<file path="config.mk">
export PLATFORM = sky130hd
export DESIGN_NAME = expand_ofm_writer_flat
export DESIGN_NICKNAME = d
export VERILOG_FILES = /design/src/rtl/expand_writer_pkg.sv /design/src/rtl/expand_ofm_writer_if.sv /design/src/rtl/ofm_vec_buffer.sv /design/src/rtl/expand_ofm_writer.sv /design/src/flat_wrapper.sv
export SDC_FILE = /design/constraint.sdc
export NUM_CORES = 2
export LEC_CHECK = 0
export BUFFER_PORTS_ARGS = -buffer_cell sky130_fd_sc_hd__clkbuf_2
export CORE_ASPECT_RATIO = 0.9
export CORE_UTILIZATION = 25
export DETAILED_ROUTE_END_ITERATION = 7
export PLACE_DENSITY = 0.5
export SYNTH_ARGS = -nofsm -noshare
export SYNTH_HDL_FRONTEND = slang
export SYNTH_SLANG_ARGS = --single-unit
</file>
<file path="constraint.sdc">
create_clock -name clk -period 94.7 [get_ports clk]
set_clock_uncertainty 0.05 [all_clocks]
set_input_delay 4.735 -clock clk [delete_from_list [all_inputs] [get_ports clk]]
set_output_delay 4.735 -clock clk [all_outputs]
set_load 0.05 [all_outputs]
</file>
<file path="src/rtl/expand_writer_pkg.sv">
// Shared sizes, types and FSM encoding for the expand-layer output-map writer.
package expand_writer_pkg;

    localparam int WIDTH  = 16;
    localparam int DSP_NO = 64;
    localparam int BANKS  = 4;
    localparam int BEATS  = DSP_NO / BANKS;
    localparam int WOUT   = 64;
    localparam int PIXELS = WOUT * WOUT;
    localparam int ADDR_W = 16;
    localparam int BEAT_W = $clog2(BEATS);
    localparam int PIX_W  = $clog2(PIXELS);
    localparam int CH_W   = $clog2(DSP_NO);

    typedef logic [DSP_NO-1:0][WIDTH-1:0] vec_t;
    typedef logic [BANKS-1:0][WIDTH-1:0]  lane_t;

    typedef enum logic {
        S_IDLE,
        S_DRAIN
    } state_e;

    // BEATS is a power of two, so pixel*BEATS + beat is a plain concatenation.
    function automatic logic [ADDR_W-1:0] beat_addr(input logic [PIX_W-1:0]  pix,
                                                    input logic [BEAT_W-1:0] beat);
        return ADDR_W'({pix, beat});
    endfunction

endpackage

</file>
<file path="src/rtl/expand_ofm_writer_if.sv">
// Vector capture and bank-write bus between the expand layer, the writer and the OFM RAM.
interface expand_ofm_writer_if;
    import expand_writer_pkg::*;

    logic              sample_i;
    vec_t              ofm_i;
    logic              wr_en_o;
    logic [ADDR_W-1:0] wr_addr_o;
    lane_t             wr_data_o;
    logic              busy_o;
    logic              overrun_o;
    logic              done_o;

    modport master (
        input  sample_i, ofm_i,
        output wr_en_o, wr_addr_o, wr_data_o, busy_o, overrun_o, done_o
    );

    modport slave (
        output sample_i, ofm_i,
        input  wr_en_o, wr_addr_o, wr_data_o, busy_o, overrun_o, done_o
    );

endinterface

</file>
<file path="src/rtl/ofm_vec_buffer.sv">
// Two-slot ping-pong store for 64-channel vectors with write/read pointers and a 0..2 count.
module ofm_vec_buffer
    import expand_writer_pkg::*;
(
    input  logic       clk,
    input  logic       rst,
    input  logic       push_i,
    input  logic       pop_i,
    input  vec_t       vec_i,
    output logic       full_o,
    output logic       empty_o,
    output logic [1:0] count_o,
    output vec_t       rd_vec_o
);

    vec_t       slot_q [2];
    logic       wptr_q;
    logic       rptr_q;
    logic [1:0] cnt_q;
    logic       rptr_d;

    always_ff @(posedge clk) begin
        if (rst) begin
            wptr_q <= 1'b0;
            rptr_q <= 1'b0;
            cnt_q  <= 2'd0;
        end else begin
            if (push_i) wptr_q <= ~wptr_q;
            if (pop_i)  rptr_q <= ~rptr_q;
            case ({push_i, pop_i})
                2'b10:   cnt_q <= cnt_q + 2'd1;
                2'b01:   cnt_q <= cnt_q - 2'd1;
                default: cnt_q <= cnt_q;
            endcase
        end
    end

    always_ff @(posedge clk) begin
        if (push_i) slot_q[wptr_q] <= vec_i;
    end

    // Read view looks one edge ahead so the writer can register its lanes directly;
    // a vector landing in the slot about to be read is forwarded from the input.
    always_comb begin
        rptr_d   = pop_i ? ~rptr_q : rptr_q;
        rd_vec_o = (push_i && (wptr_q == rptr_d)) ? vec_i : slot_q[rptr_d];
    end

    assign full_o  = (cnt_q == 2'd2);
    assign empty_o = (cnt_q == 2'd0);
    assign count_o = cnt_q;

endmodule

</file>
<file path="src/rtl/expand_ofm_writer.sv">
// Drains buffered expand-layer vectors into a 4-bank OFM RAM, 4 channels per beat, and flags map completion.
module expand_ofm_writer
    import expand_writer_pkg::*;
(
    input  logic                clk,
    input  logic                rst,
    expand_ofm_writer_if.master ofm_if
);

    state_e              state_q, state_d;
    logic [BEAT_W-1:0]   beat_q, beat_d;
    logic [PIX_W-1:0]    pix_q, pix_d;
    logic [ADDR_W-1:0]   addr_q, addr_d;
    lane_t               data_q, data_d;
    logic                wr_en_q;
    logic                busy_q;
    logic                ovr_q;
    logic                done_q;

    logic                pop;
    logic                push;
    logic                drop;
    logic                buf_full;
    logic                buf_empty;
    logic [1:0]          buf_count;
    vec_t                rd_vec;

    ofm_vec_buffer u_buf (
        .clk      (clk),
        .rst      (rst),
        .push_i   (push),
        .pop_i    (pop),
        .vec_i    (ofm_if.ofm_i),
        .full_o   (buf_full),
        .empty_o  (buf_empty),
        .count_o  (buf_count),
        .rd_vec_o (rd_vec)
    );

    always_comb begin
        pop  = !buf_empty && (beat_q == BEAT_W'(BEATS - 1));
        // A retiring slot frees room in the same edge, so a coincident sample is never lost.
        push = ofm_if.sample_i && (!buf_full || pop);
        drop = ofm_if.sample_i && buf_full && !pop;

        state_d = state_q;
        case (state_q)
            S_IDLE:  if (push) state_d = S_DRAIN;
            S_DRAIN: if (pop && (buf_count == 2'd1) && !push) state_d = S_IDLE;
            default: state_d = S_IDLE;
        endcase

        beat_d = (state_q == S_DRAIN) ? beat_q + 1'b1 : '0;

        pix_d = pix_q;
        if (pop) pix_d = (pix_q == PIX_W'(PIXELS - 1)) ? '0 : pix_q + 1'b1;

        addr_d = '0;
        data_d = '0;
        if (state_d == S_DRAIN) begin
            addr_d = beat_addr(pix_d, beat_d);
            for (int b = 0; b < BANKS; b++) begin
                data_d[b] = rd_vec[CH_W'(int'(beat_d) * BANKS + b)];
            end
        end
    end

    always_ff @(posedge clk) begin
        if (rst) begin
            state_q <= S_IDLE;
            beat_q  <= '0;
            pix_q   <= '0;
            addr_q  <= '0;
            data_q  <= '0;
            wr_en_q <= 1'b0;
            busy_q  <= 1'b0;
            ovr_q   <= 1'b0;
            done_q  <= 1'b0;
        end else begin
            state_q <= state_d;
            beat_q  <= beat_d;
            pix_q   <= pix_d;
            addr_q  <= addr_d;
            data_q  <= data_d;
            wr_en_q <= (state_d == S_DRAIN);
            busy_q  <= (state_d == S_DRAIN);
            ovr_q   <= ovr_q | drop;
            done_q  <= pop && (pix_q == PIX_W'(PIXELS - 1));
        end
    end

    assign ofm_if.wr_en_o   = wr_en_q;
    assign ofm_if.wr_addr_o = addr_q;
    assign ofm_if.wr_data_o = data_q;
    assign ofm_if.busy_o    = busy_q;
    assign ofm_if.overrun_o = ovr_q;
    assign ofm_if.done_o    = done_q;

endmodule

</file>
<file path="src/flat_wrapper.sv">
// flat-port wrapper written by rule: the top's interface ports become plain ports
module expand_ofm_writer_flat import expand_writer_pkg::*;
  (clk, rst, ofm_if_sample_i, ofm_if_ofm_i, ofm_if_wr_en_o, ofm_if_wr_addr_o, ofm_if_wr_data_o, ofm_if_busy_o, ofm_if_overrun_o, ofm_if_done_o);
  expand_ofm_writer_if ofm_if_i ();
  input  logic clk;
  input  logic rst;
  input wire logic [$bits(ofm_if_i.sample_i)-1:0] ofm_if_sample_i;
  input wire logic [$bits(ofm_if_i.ofm_i)-1:0] ofm_if_ofm_i;
  output wire logic [$bits(ofm_if_i.wr_en_o)-1:0] ofm_if_wr_en_o;
  output wire logic [$bits(ofm_if_i.wr_addr_o)-1:0] ofm_if_wr_addr_o;
  output wire logic [$bits(ofm_if_i.wr_data_o)-1:0] ofm_if_wr_data_o;
  output wire logic [$bits(ofm_if_i.busy_o)-1:0] ofm_if_busy_o;
  output wire logic [$bits(ofm_if_i.overrun_o)-1:0] ofm_if_overrun_o;
  output wire logic [$bits(ofm_if_i.done_o)-1:0] ofm_if_done_o;
  assign ofm_if_i.sample_i = ofm_if_sample_i;
  assign ofm_if_i.ofm_i = ofm_if_ofm_i;
  assign ofm_if_wr_en_o = ofm_if_i.wr_en_o;
  assign ofm_if_wr_addr_o = ofm_if_i.wr_addr_o;
  assign ofm_if_wr_data_o = ofm_if_i.wr_data_o;
  assign ofm_if_busy_o = ofm_if_i.busy_o;
  assign ofm_if_overrun_o = ofm_if_i.overrun_o;
  assign ofm_if_done_o = ofm_if_i.done_o;
  expand_ofm_writer u_core (.clk(clk), .rst(rst), .ofm_if(ofm_if_i));
endmodule
</file>
### Word-level counts from Yosys, hierarchy flattened

Memory sizes are Yosys's and may differ from the RTL's.
Index checks and enable logic that the tools add are counted.

* bits in writable memories: 2048
* memories: 1
* logic and storage cells: 75
* input bits: 1027
* output and inout port bits: 84
* register bits: 103

Memories
* u_core.u_buf.slot_q: words 2, width 1024, rd ports 1, clocked after Yosys merged registers in 0, wr ports 1, line ofm_vec_buffer.sv:16 `vec_t slot_q [2];`

* bitwise gates (word level): 5
* muxes and demuxes: 22
* $lt $le $gt $ge: 4
* reduce and logical (&&, ||, !) cells: 16
* equal/unequal tests: 7
* $add $sub $neg: 7

Operators with widths (number)
* 1024-bit two-way mux: 1
* 16-bit binary-select mux with 6-bit select: 3
* 16-bit two-way mux: 8
* 16-bit binary-select mux with 4-bit select: 1
* 6-bit by 8-bit < comparator with 1-bit output (second input constant): 4
* 12-bit two-way mux: 2
* 12-bit by 1-bit adder with 12-bit output (second input constant): 1
* 6-bit by 2-bit adder with 6-bit output (second input constant): 2
* 12-bit equality test (second input constant): 1
* 1-bit logical AND: 8
* 6-bit by 1-bit adder with 6-bit output (second input constant): 1
* 4-bit by 1-bit adder with 4-bit output (second input constant): 1
* 2-bit by 1-bit equality test with 1-bit output (second input constant): 2
* 2-bit equality test (second input constant): 2
* 4-bit equality test (second input constant): 1
* 1-bit logical NOT: 4
* 1-bit two-way mux: 4
* 4-bit two-way mux: 1
* 1-bit inverter: 4
* 2-bit one-hot mux with 2 select lines: 1
* 2-bit by 1-bit adder with 2-bit output (second input constant): 1
* 2-bit logical NOT: 1
* 1-bit one-hot mux with 2 select lines: 1
* 2-bit nonzero test: 1
* 5 further kinds: 5

### Longest topological paths before layout

* depth in word-level cells: 11
* depth in mapped cells: 14
* depth with buffers taken out: 11

### Hierarchy

From an unflattened synthesis, not the netlist that was laid out.

* cells, all modules: 5787
* area, all modules: 98110.3 sq um

By module, submodules not included
* ofm_vec_buffer: times used 1, area each 85763.5 sq um, sequential area each 61579.1 sq um, cells each 4343
* expand_ofm_writer: times used 1, area each 12346.8 sq um, sequential area each 1981.9 sq um, cells each 1444

### Worst setup path before layout

Ideal clock, no wire load.

* path type: input -> register
* start: in ofm_if_sample_i
* end: mem u_core.u_buf.slot_q[0][0] (netlist name) (enable)
* library setup time: 2.441 ns
* stages on the path: 3
* arrival: 47.412 ns
* path slack: 44.798 ns
* buffers on the path: 0
* data required time: 92.209 ns
* cells stage by stage: a21boi_1 inv_1 nor2_1

* cells in the longest elaborated chain, start to end: 3

RTL lines
* start, declared: line flat_wrapper.sv:7 `input wire logic [$bits(ofm_if_i.sample_i)-1:0] ofm_if_sample_i;`
* 1-bit logical AND: line expand_ofm_writer.sv:43 `push = ofm_if.sample_i && (!buf_full || pop);`
* 1-bit two-way mux: line ofm_vec_buffer.sv:39 `if (push_i) slot_q[wptr_q] <= vec_i;`
* 1-bit two-way mux (implied by the code): line ofm_vec_buffer.sv:39
* end, declared: line ofm_vec_buffer.sv:16

Every way passes these cells.

### Worst setup path after layout

* start: in ofm_if_sample_i
* end: mem u_core.u_buf.slot_q[0][659] (netlist name) (enable)

Same word-level chain as after synthesis.

==> results.toml <==
[status]
status = "finished, final reports clean"

[floorplanning]
rows = 211
fp.coreArea_um2 = 368000
die_width_um = 644
initial_core_util_pct = 25.2
dieArea_um2 = 373000
num_io_pins = 1111
die_y_um = 580

[critical_path]
critical_path.max_fanout = 64
r2r_start = "u_core.beat_q[2]"
r2r_slack_ps = 86110
cp.required_ps = 95230
timing.rr.end = "u_core.u_buf.slot_q[0][659]"
reg2reg_depth = 11
start_kind = "input pin"
setup.worst_path.class = "in -> reg"
crit_path_end_kind = "flop"
arrival_ps = 12250

[logic_synthesis]
syn_nets = 7762
synth_area_leaders = "edfxtp_1 (66%), mux2i_1 (5.3%), nand2_1 (4.7%)"
ys_ff_latch = 2151
synthTopCellsByCount = "edfxtp_1 (2048), nand2_1 (1168), mux2i_1 (494)"
synth_top_area_share_pct = 66.3
synth_edf_count = 2048
synthDistinctLibCells = 64
ys_async_sr_fraction_pct = 0
synth-main-ff-cell = "edfxtp_1"
syn-instance-count = 6729
avgSynthCellArea_um2 = 13.8
ys_seq_area_share_pct = 68.6
synth_most_common_cell = "edfxtp_1"
synth_area_um2 = 92700
yosys.area.top_type = "edfxtp_1"
yosys_warnings = 0

[layout]
drive_gt1_share_pct = 24.0
area_growth_pct = 20.9
fin_util_pct = 30.5
final_area_um2 = 112000
fin_cells = 12978
final_nets = 8734

[drt]
ant_nets = 0
vias = 68028
detail_route.vias_per_cell = 5.24
wl_mm = 408
detail_route.first_pass.iterations = 6
route.detailed.drc = 0
drtIter0Drc = 8221
post_drt_wl_per_cell_um = 31.5

[clock_tree]
clk_path_buf_depth = 4
cts.htree.levels = 4
clkLatencyLatePin_ps = 950
cts_tree = "yes"
cts_resized = 0
numCtsBuffers = 242
cts.sinks = 2151
clockRootBuffer = "clkbuf_16"
cts.clk_slew.worst_paths_ps = 60
postCtsHoldBufs = 0
post-cts-setup-buffers = 0

[placement]
dp.cells = 12356
place_congestion = 0.903
portBuffers = 1110
placed_area_um2 = 104000
hpwl_mm = 280

[sta]
period_share_pct = 12.4
maxSlewHeadroom_pct = 6.60
finalMaxSlewViolations = 0
hold_viol = 0
tns_ps = 0
rsz0062_at_grt = "false"
setup_viol = 0
max_freq_mhz = 85.4
finalCriticalPeriod_ps = 11710
worstMarginPinSlew_ps = 1400

[global_route]
grt_pass1_vias = 64667
grt_antenna_before_repair = 315
grt_first_pass_wirelength_mm = 547
grt_max_degree = 169
grt_use_total_pct = 20.9
grt_overflow = 0

[worst_hold_path]
hold_depth = 2
hp-class = "reg -> reg"
hold_path_startpoint = "u_core.ofm_if.overrun_o"
hold_end = "u_core.ofm_if.overrun_o"

[pwr]
ir_drop_mv = 0.0190
sw_frac_of_total_pct = 26.2
p_seq_share_pct = 49.2
p_comb_share_pct = 10.8
internal-power_mw = 1.74
p_leak_nw = 39.8
netSwitchingPower_mw = 0.615
powerDensity_nw_per_um2 = 21.0
clockPowerShare_pct = 40.0

[run]
max_cap_viol_count = 0
## logic make-up (layout without fill, tap and decap cells)
logic type	Yosys count	in the layout	synth area share, %
buffers and inverters	542	1725	2.51
muxes	675	675	9.43
xor gates and xnor gates	20	20	0.205
and+or+nand+nor	1981	1981	9.32
DFF	2151	2151	68.6
adders and majority gates	6	6	0.0810
other	0	167	0
AOI/OAI and AO/OA	1354	1354	9.89
## how the worst max path moves through the flow
stage	from	end	slack (ps)	cells after the start
after CTS	ofm_if_sample_i	u_core.u_buf.slot_q[0][544]	82950	11
after floorplan	ofm_if_sample_i	u_core.u_buf.slot_q[0][0]	44800	3
after global placement	ofm_if_sample_i	u_core.u_buf.slot_q[0][1004]	82030	11
after detailed placement	ofm_if_sample_i	u_core.u_buf.slot_q[0][1004]	81920	11
final	ofm_if_sample_i	u_core.u_buf.slot_q[0][659]	82990	11
after global routing	ofm_if_sample_i	u_core.u_buf.slot_q[0][915]	82570	11
## cells in the final DEF, fill, tap and decap left out, drive strengths merged, types with 70 or more instances in the layout
cell and instances:
a21oi 197, a22oi 70, a31oi 138, buf 150, clkbuf 1447, clkinv 94, dfxtp 103, diode 167
edfxtp 2048, mux2i 494, mux4 156, nand2 1169, nand3 411, nor2 95, nor3 114, o21ai 289
o221ai 109, o22ai 149
## registers in the layout, indices dropped and copies added (netlist names), 2 cells and up
| register | flops |
|---|---|
| u_core.ofm_if.wr_data_o | 64 |
| u_core.pix_q | 12 |
| u_core.u_buf.count_o | 2 |
| u_core.beat_q | 4 |
| u_core.ofm_if.wr_addr_o | 16 |
| u_core.u_buf.slot_q | 2048 |
## critical path: stages
cell and delay, ps:
clkbuf_2 260, a21boi_1 380, inv_1 150, nor2_4 870, buf_4 780, buf_4 730, buf_4 720, buf_4 810
buf_4 830, buf_4 790, buf_4 830
## per-layer routing
metal  routed length [um]  vias up  global-route usage (%)  part of all wire, %
met5                  741        -                       0                 0.18
met4                23400      110                    12.6                  5.7
met3                33700      927                    4.52                  8.3
met2               188000     3683                    32.5                   46
met1               163000    34741                    26.7                   40
li1                     -    28567                       -                    -
## area by class of cell
class | count | area, um2
Sequential cell | 2151 | 63600
Clock inverter | 118 | 1120
Multi-Input combinational cell | 4036 | 27200
Antenna cell | 167 | 418
Inverter | 10 | 50.0
Fill cell | 37261 | 256000
Tap cell | 4899 | 6130
Clock buffer | 337 | 6790
Timing Repair Buffer | 1260 | 6830
## power by group through the flow
stage,logic [mW],clock network [mW],registers (mW)
finish,0.254,0.941,1.16
global route,0.268,0.990,1.16
CTS,0.253,0.956,1.16
detailed placement,0.253,0,1.18
global placement,0.249,0,1.17
floorplan,0.116,0,1.31
## metrics by stage
| stage | hold WS, ps | total power [mW] | setup slack, ps |
|---|---|---|---|
| 4_1_cts | 442 | 2.37 | 82950 |
| 5_1_grt | 476 | 2.42 | 82570 |
| 6_report | 441 | 2.35 | 82990 |
| 2_1_floorplan | 411 | 1.42 | 44800 |
| 3_5_place_dp | 419 | 1.43 | 81920 |
| 3_3_place_gp | 423 | 1.42 | 82030 |
Note: power is estimated with default switching activity, not from simulation.
